--- config.mk ---
export PLATFORM = sky130hd
export DESIGN_NAME = dm_arbiter
export DESIGN_NICKNAME = d
export VERILOG_FILES = /design/src/rtl/dm_arbiter.sv
export SDC_FILE = /design/constraint.sdc
export NUM_CORES = 1
export LEC_CHECK = 0
export BUFFER_PORTS_ARGS = -buffer_cell sky130_fd_sc_hd__buf_2
export CELL_PAD_IN_SITES_DETAIL_PLACEMENT = 0
export CELL_PAD_IN_SITES_GLOBAL_PLACEMENT = 2
export CORE_MARGIN = 2
export CORE_UTILIZATION = 26
export CTS_BUF_LIST = sky130_fd_sc_hd__clkbuf_16
export CTS_CLUSTER_SIZE = 8
export DETAILED_ROUTE_END_ITERATION = 16
export PLACE_DENSITY = 0.89
export SYNTH_ARGS = -nofsm -noshare
export SYNTH_HDL_FRONTEND = slang
export SYNTH_SLANG_ARGS = --single-unit
--- constraint.sdc ---
create_clock -name i_clock -period 5.3 [get_ports i_clock]
set_clock_uncertainty 0.15 [all_clocks]
set_input_delay 0.265 -clock i_clock [delete_from_list [all_inputs] [get_ports i_clock]]
set_output_delay 0.265 -clock i_clock [all_outputs]
set_load 0.05 [all_outputs]
--- src/rtl/dm_arbiter.sv ---
// Two-port data-memory arbiter (processor A, debug host B): round-robin on ties, hold-limited ownership.
// Grant registered one edge after request; RAM strobes combinational from owner; non-owner waits on o_gnt, ack one cycle after strobe.
module dm_arbiter #(
  parameter int ADDR_LENGTH = 11,
  parameter int DATA_LENGTH = 16,
  parameter int MAX_HOLD    = 8
) (
  input  logic                   i_clock,
  input  logic                   i_reset,
  input  logic                   i_req_a,
  input  logic                   i_req_b,
  input  logic                   i_wr_a,
  input  logic                   i_wr_b,
  input  logic                   i_rd_a,
  input  logic                   i_rd_b,
  input  logic [ADDR_LENGTH-1:0] i_addr_a,
  input  logic [ADDR_LENGTH-1:0] i_addr_b,
  input  logic [DATA_LENGTH-1:0] i_data_a,
  input  logic [DATA_LENGTH-1:0] i_data_b,
  output logic                   o_gnt_a,
  output logic                   o_gnt_b,
  output logic                   o_ack_a,
  output logic                   o_ack_b,
  output logic [DATA_LENGTH-1:0] o_data_a,
  output logic [DATA_LENGTH-1:0] o_data_b,
  output logic [ADDR_LENGTH-1:0] o_Addr,
  output logic [DATA_LENGTH-1:0] o_Data,
  output logic                   o_Wr,
  output logic                   o_Rd,
  input  logic [DATA_LENGTH-1:0] i_Data
);

  typedef enum logic [1:0] {IDLE, OWN_A, OWN_B} state_t;

  localparam logic [7:0] HOLD_LAST = 8'(MAX_HOLD - 1);

  state_t     state, state_nxt;
  logic       last_b, last_b_nxt;
  logic [7:0] hold_cnt, hold_cnt_nxt;
  logic       own_a, own_b, hold_done;

  assign own_a     = (state == OWN_A);
  assign own_b     = (state == OWN_B);
  assign hold_done = (hold_cnt == HOLD_LAST);
  assign o_gnt_a   = own_a;
  assign o_gnt_b   = own_b;

  always_ff @(posedge i_clock or negedge i_reset) begin
    if (!i_reset) begin
      state    <= IDLE;
      last_b   <= 1'b1;
      hold_cnt <= '0;
    end else begin
      state    <= state_nxt;
      last_b   <= last_b_nxt;
      hold_cnt <= hold_cnt_nxt;
    end
  end

  // Release hands straight over to a waiting port so there is no idle bubble.
  always_comb begin
    state_nxt    = state;
    last_b_nxt   = last_b;
    hold_cnt_nxt = hold_cnt;
    unique case (state)
      IDLE: begin
        if (i_req_a && (!i_req_b || last_b)) state_nxt = OWN_A;
        else if (i_req_b)                    state_nxt = OWN_B;
      end
      OWN_A: begin
        if (!i_req_a || (hold_done && i_req_b)) state_nxt = i_req_b ? OWN_B : IDLE;
      end
      OWN_B: begin
        if (!i_req_b || (hold_done && i_req_a)) state_nxt = i_req_a ? OWN_A : IDLE;
      end
      default: state_nxt = IDLE;
    endcase

    if (state_nxt == IDLE) begin
      hold_cnt_nxt = '0;
    end else if (state_nxt != state) begin
      last_b_nxt   = (state_nxt == OWN_B);
      hold_cnt_nxt = '0;
    end else if (!hold_done) begin
      hold_cnt_nxt = hold_cnt + 8'd1;
    end
  end

  // Write wins when an owner raises both strobes.
  always_comb begin
    o_Addr = '0;
    o_Data = '0;
    o_Wr   = 1'b0;
    o_Rd   = 1'b0;
    if (own_a) begin
      o_Addr = i_addr_a;
      o_Data = i_data_a;
      o_Wr   = i_wr_a;
      o_Rd   = i_rd_a & ~i_wr_a;
    end else if (own_b) begin
      o_Addr = i_addr_b;
      o_Data = i_data_b;
      o_Wr   = i_wr_b;
      o_Rd   = i_rd_b & ~i_wr_b;
    end
  end

  always_ff @(posedge i_clock or negedge i_reset) begin
    if (!i_reset) begin
      o_ack_a  <= 1'b0;
      o_ack_b  <= 1'b0;
      o_data_a <= '0;
      o_data_b <= '0;
    end else begin
      o_ack_a <= own_a & (i_wr_a | i_rd_a);
      o_ack_b <= own_b & (i_wr_b | i_rd_b);
      if (own_a && i_rd_a && !i_wr_a) o_data_a <= i_Data;
      if (own_b && i_rd_b && !i_wr_b) o_data_b <= i_Data;
    end
  end

endmodule

==> impl_metrics.env <==
export IMPL_cts_root_buffer="clkbuf_16"
export IMPL_seq_area_sq_um=1130
export IMPL_vias_per_cell=4.68
export IMPL_synth_area_leaders="dfrtp_1 (49%), mux2_2 (16%), a22o_1 (11%)"
export IMPL_synth_fp_nets=264
export IMPL_setup_viol=0
export IMPL_grt_max_degree=46
export IMPL_slew_headroom_pct=36.1
export IMPL_slew_viol_final=0
export IMPL_final_antenna_net_count=0
export IMPL_wire_per_inst_microns=14.5
export IMPL_violations="negative hold slack"
export IMPL_synth_compound_area_share_pct=20.2
export IMPL_grt_util_met2_pct=19.6
export IMPL_yosysSeqAreaShare_pct=50.3
export IMPL_yosys_area_top_type="dfrtp_1"
export IMPL_synth_top_family_by_area="compound AO/OA/AOI/OAI gates"
export IMPL_crit_path_end_kind="primary output"
export IMPL_pin_count=143
export IMPL_min_period_over_period_pct=48.0
export IMPL_num_nets_final=398
export IMPL_grt_use_total_pct=12.4
export IMPL_n_antenna_cell=0
export IMPL_worstSkewPairLatency_ns=0.28
export IMPL_clock_sinks=45
export IMPL_whs_ns=-0.0144
export IMPL_wl_microns=6160
export IMPL_nFillCells=825
export IMPL_syn_area_sq_um=2240
export IMPL_start_util_pct=27.0
export IMPL_synthMuxAreaShare_pct=16.1
export IMPL_yosysUniqueCellTypes=39
export IMPL_final_util_pct=38.2
export IMPL_drc=0
export IMPL_routabilityCongestion=0.739
export IMPL_cp_arrival_ns=2.13
export IMPL_yosysWarnings=0
export IMPL_start_kind="flip-flop"
export IMPL_first_pass_iters=4
export IMPL_postCtsSetupRepairBufs=0
export IMPL_htree_levels=2
export IMPL_cts_hold_buffers=0
export IMPL_rsz0062_at_grt="false"
export IMPL_status="finished, violations left"
export IMPL_fp_dieW_microns=96.8
export IMPL_drtIter0Drc=113
export IMPL_finalWorstPathRequiredPeriod_ns=2.54
export IMPL_synth_xor_area_share_pct=0.391
export IMPL_grt_pass1_wl_microns=9770
export IMPL_synth_common_cells="dfrtp_1 (44), mux2_2 (32), a22o_1 (28)"
export IMPL_syn_instance_count=185
export IMPL_cp_data_required_time_ns=4.89
export IMPL_tightest_slew_ns=0.958
export IMPL_ys_seq_elements=45
export IMPL_synth_simple_area_share_pct=8.27
export IMPL_gr_usage_met3_pct=3.18
export IMPL_power_density_nw_per_um2=522
export IMPL_drive_above_1_share_pct=59.4
export IMPL_die_h_microns=96.8
export IMPL_fin_setup_tns_ns=0
export IMPL_area_delta_synth_final_pct=41.5
export IMPL_syn_avg_cell_area_sq_um=12.1
export IMPL_fp_row_count=33
export IMPL_synth_top_cell_area_share_pct=49.2
export IMPL_max_cap_viol_count=0
export IMPL_antenna_found_initial=0
export IMPL_via_count=1991
export IMPL_synthMostInstantiatedCell="dfrtp_1"
export IMPL_grt_busiest_layer="met2"
export IMPL_ys_dominant_reg_cell="dfrtp_1"
export IMPL_die_area_sq_um=9370
export IMPL_cts_tree="built"
export IMPL_p_leak_nw=1.59
export IMPL_hpwl_microns=4750
export IMPL_use_met1_pct=16.8
export IMPL_final_hold_viol_count=25
export IMPL_ir_worst_vdd_mv=0.181
export IMPL_path_clk_slew_ns=0.06
export IMPL_grt_pass1_vias=1937
export IMPL_fmax_mhz=393
export IMPL_synth_fa_ha_area_share_pct=0.559
export IMPL_async_flop_share_pct=100
export IMPL_core_area_sq_um=8300
export IMPL_crit_fanout=17
export IMPL_synth_edf_count=0
export IMPL_crit_type="flip-flop to primary output"
export IMPL_cts_buffer_depth=2
export IMPL_hold_class="input pin to async pin"
export IMPL_cts_repair_resized=0
export IMPL_cts_buffers=5
export IMPL_multi_input_area_sq_um=1020
export IMPL_port_buffer_count=142
export IMPL_grt_overflow=0
==> per-layer routing <==
metal / vias to the layer above / part of all wire [%]
met5: - / 0
met4: 0 / 0.71
met3: 6 / 5.1
met2: 60 / 49
met1: 945 / 45
li1: 980 / -
==> worst max-delay path, stage by stage, from the launching register on <==
cell	delay, ns
dfrtp_1	0.49
nor2b_2	0.20
and3b_1	0.68
or2_2	0.22
buf_2	0.25
==> cells by family (layout without fill, tap and decap cells) <==
| kind of cell | Yosys count | after routing |
|---|---|---|
| compound gates | 54 | 54 |
| flops | 45 | 45 |
| mux | 32 | 32 |
| simple gates | 31 | 31 |
| buf+inv | 21 | 156 |
| fa+ha+maj | 1 | 1 |
| xor+xnor | 1 | 1 |
==> flip-flops by register name, summed over array words and instances, names as in the netlist <==
| register | cells |
|---|---|
| last_b | 1 |
| o_ack_a | 1 |
| hold_cnt | 8 |
| o_data_a | 16 |
| state | 2 |
| o_data_b | 16 |
| o_ack_b | 1 |
==> cells in the final DEF, fill, tap and decap left out, drive strengths merged, types with 2 or more instances in the layout <==
master / synthesis / layout
a22oi: 5 / 5
o21ai: 4 / 4
a21oi: 2 / 2
nand3: 5 / 5
clkbuf: 7 / 5
nor2b: 2 / 2
dfrtp: 44 / 44
inv: 4 / 5
nand2: 5 / 5
or3: 4 / 4
a211oi: 2 / 2
a221oi: 2 / 2
nor2: 3 / 3
and3b: 2 / 2
mux2: 32 / 32
o21a: 2 / 2
nor3: 2 / 2
nand4: 2 / 2
a22o: 28 / 28
o311ai: 2 / 2
buf: 10 / 144
==> worst paths after layout <==
kind / cells after the start / slack, ns / to / startpoint
setup / recovery: 4 / 2.76 / o_Rd / state[1]$_DFF_PN0_
hold / removal: 1 / -0.01 / o_data_a[14]$_DFFE_PN0P_ / i_reset
setup reg to reg: 4 / 3.17 / hold_cnt[7]$_DFFE_PN0P_ / hold_cnt[0]$_DFFE_PN0P_
min in group i_clock: 2 / 0.07 / o_ack_b$_DFF_PN0_ / i_rd_b
max in group asynchronous: 1 / 4.42 / o_data_a[2]$_DFFE_PN0P_ / i_reset
hold reg to reg: 1 / 0.35 / o_data_b[6]$_DFFE_PN0P_ / o_data_b[6]$_DFFE_PN0P_
==> cell type report <==
cell class	instances	share of cell area, %
flip-flops and latches	45	35.6
multi-input cells	119	32.3
repair buffers	144	22.9
well taps	105	4.15
clock buffers	5	3.95
clock inverters	3	0.632
inverters	4	0.474
==> power by group <==
group	internal [mW]	switching, mW	leakage (nW)
Sequential	0.451	0.0600	0.557
Clock	0.174	0.124	0.0679
Combinational	0.223	0.620	0.969
Total	0.849	0.804	1.59
==> per-stage QoR <==
stage	power [mW]	std cells	cell area (sq um)	worst slack, ns
after floorplan	1.16	185	2240	2.94
after global placement	1.36	417	3020	3.07
after detailed placement	1.37	417	3020	3.04
after CTS	1.67	425	3170	2.74
after global routing	1.73	425	3170	2.61
final	1.65	425	3170	2.76
Note: power is estimated with default switching activity, not from simulation.
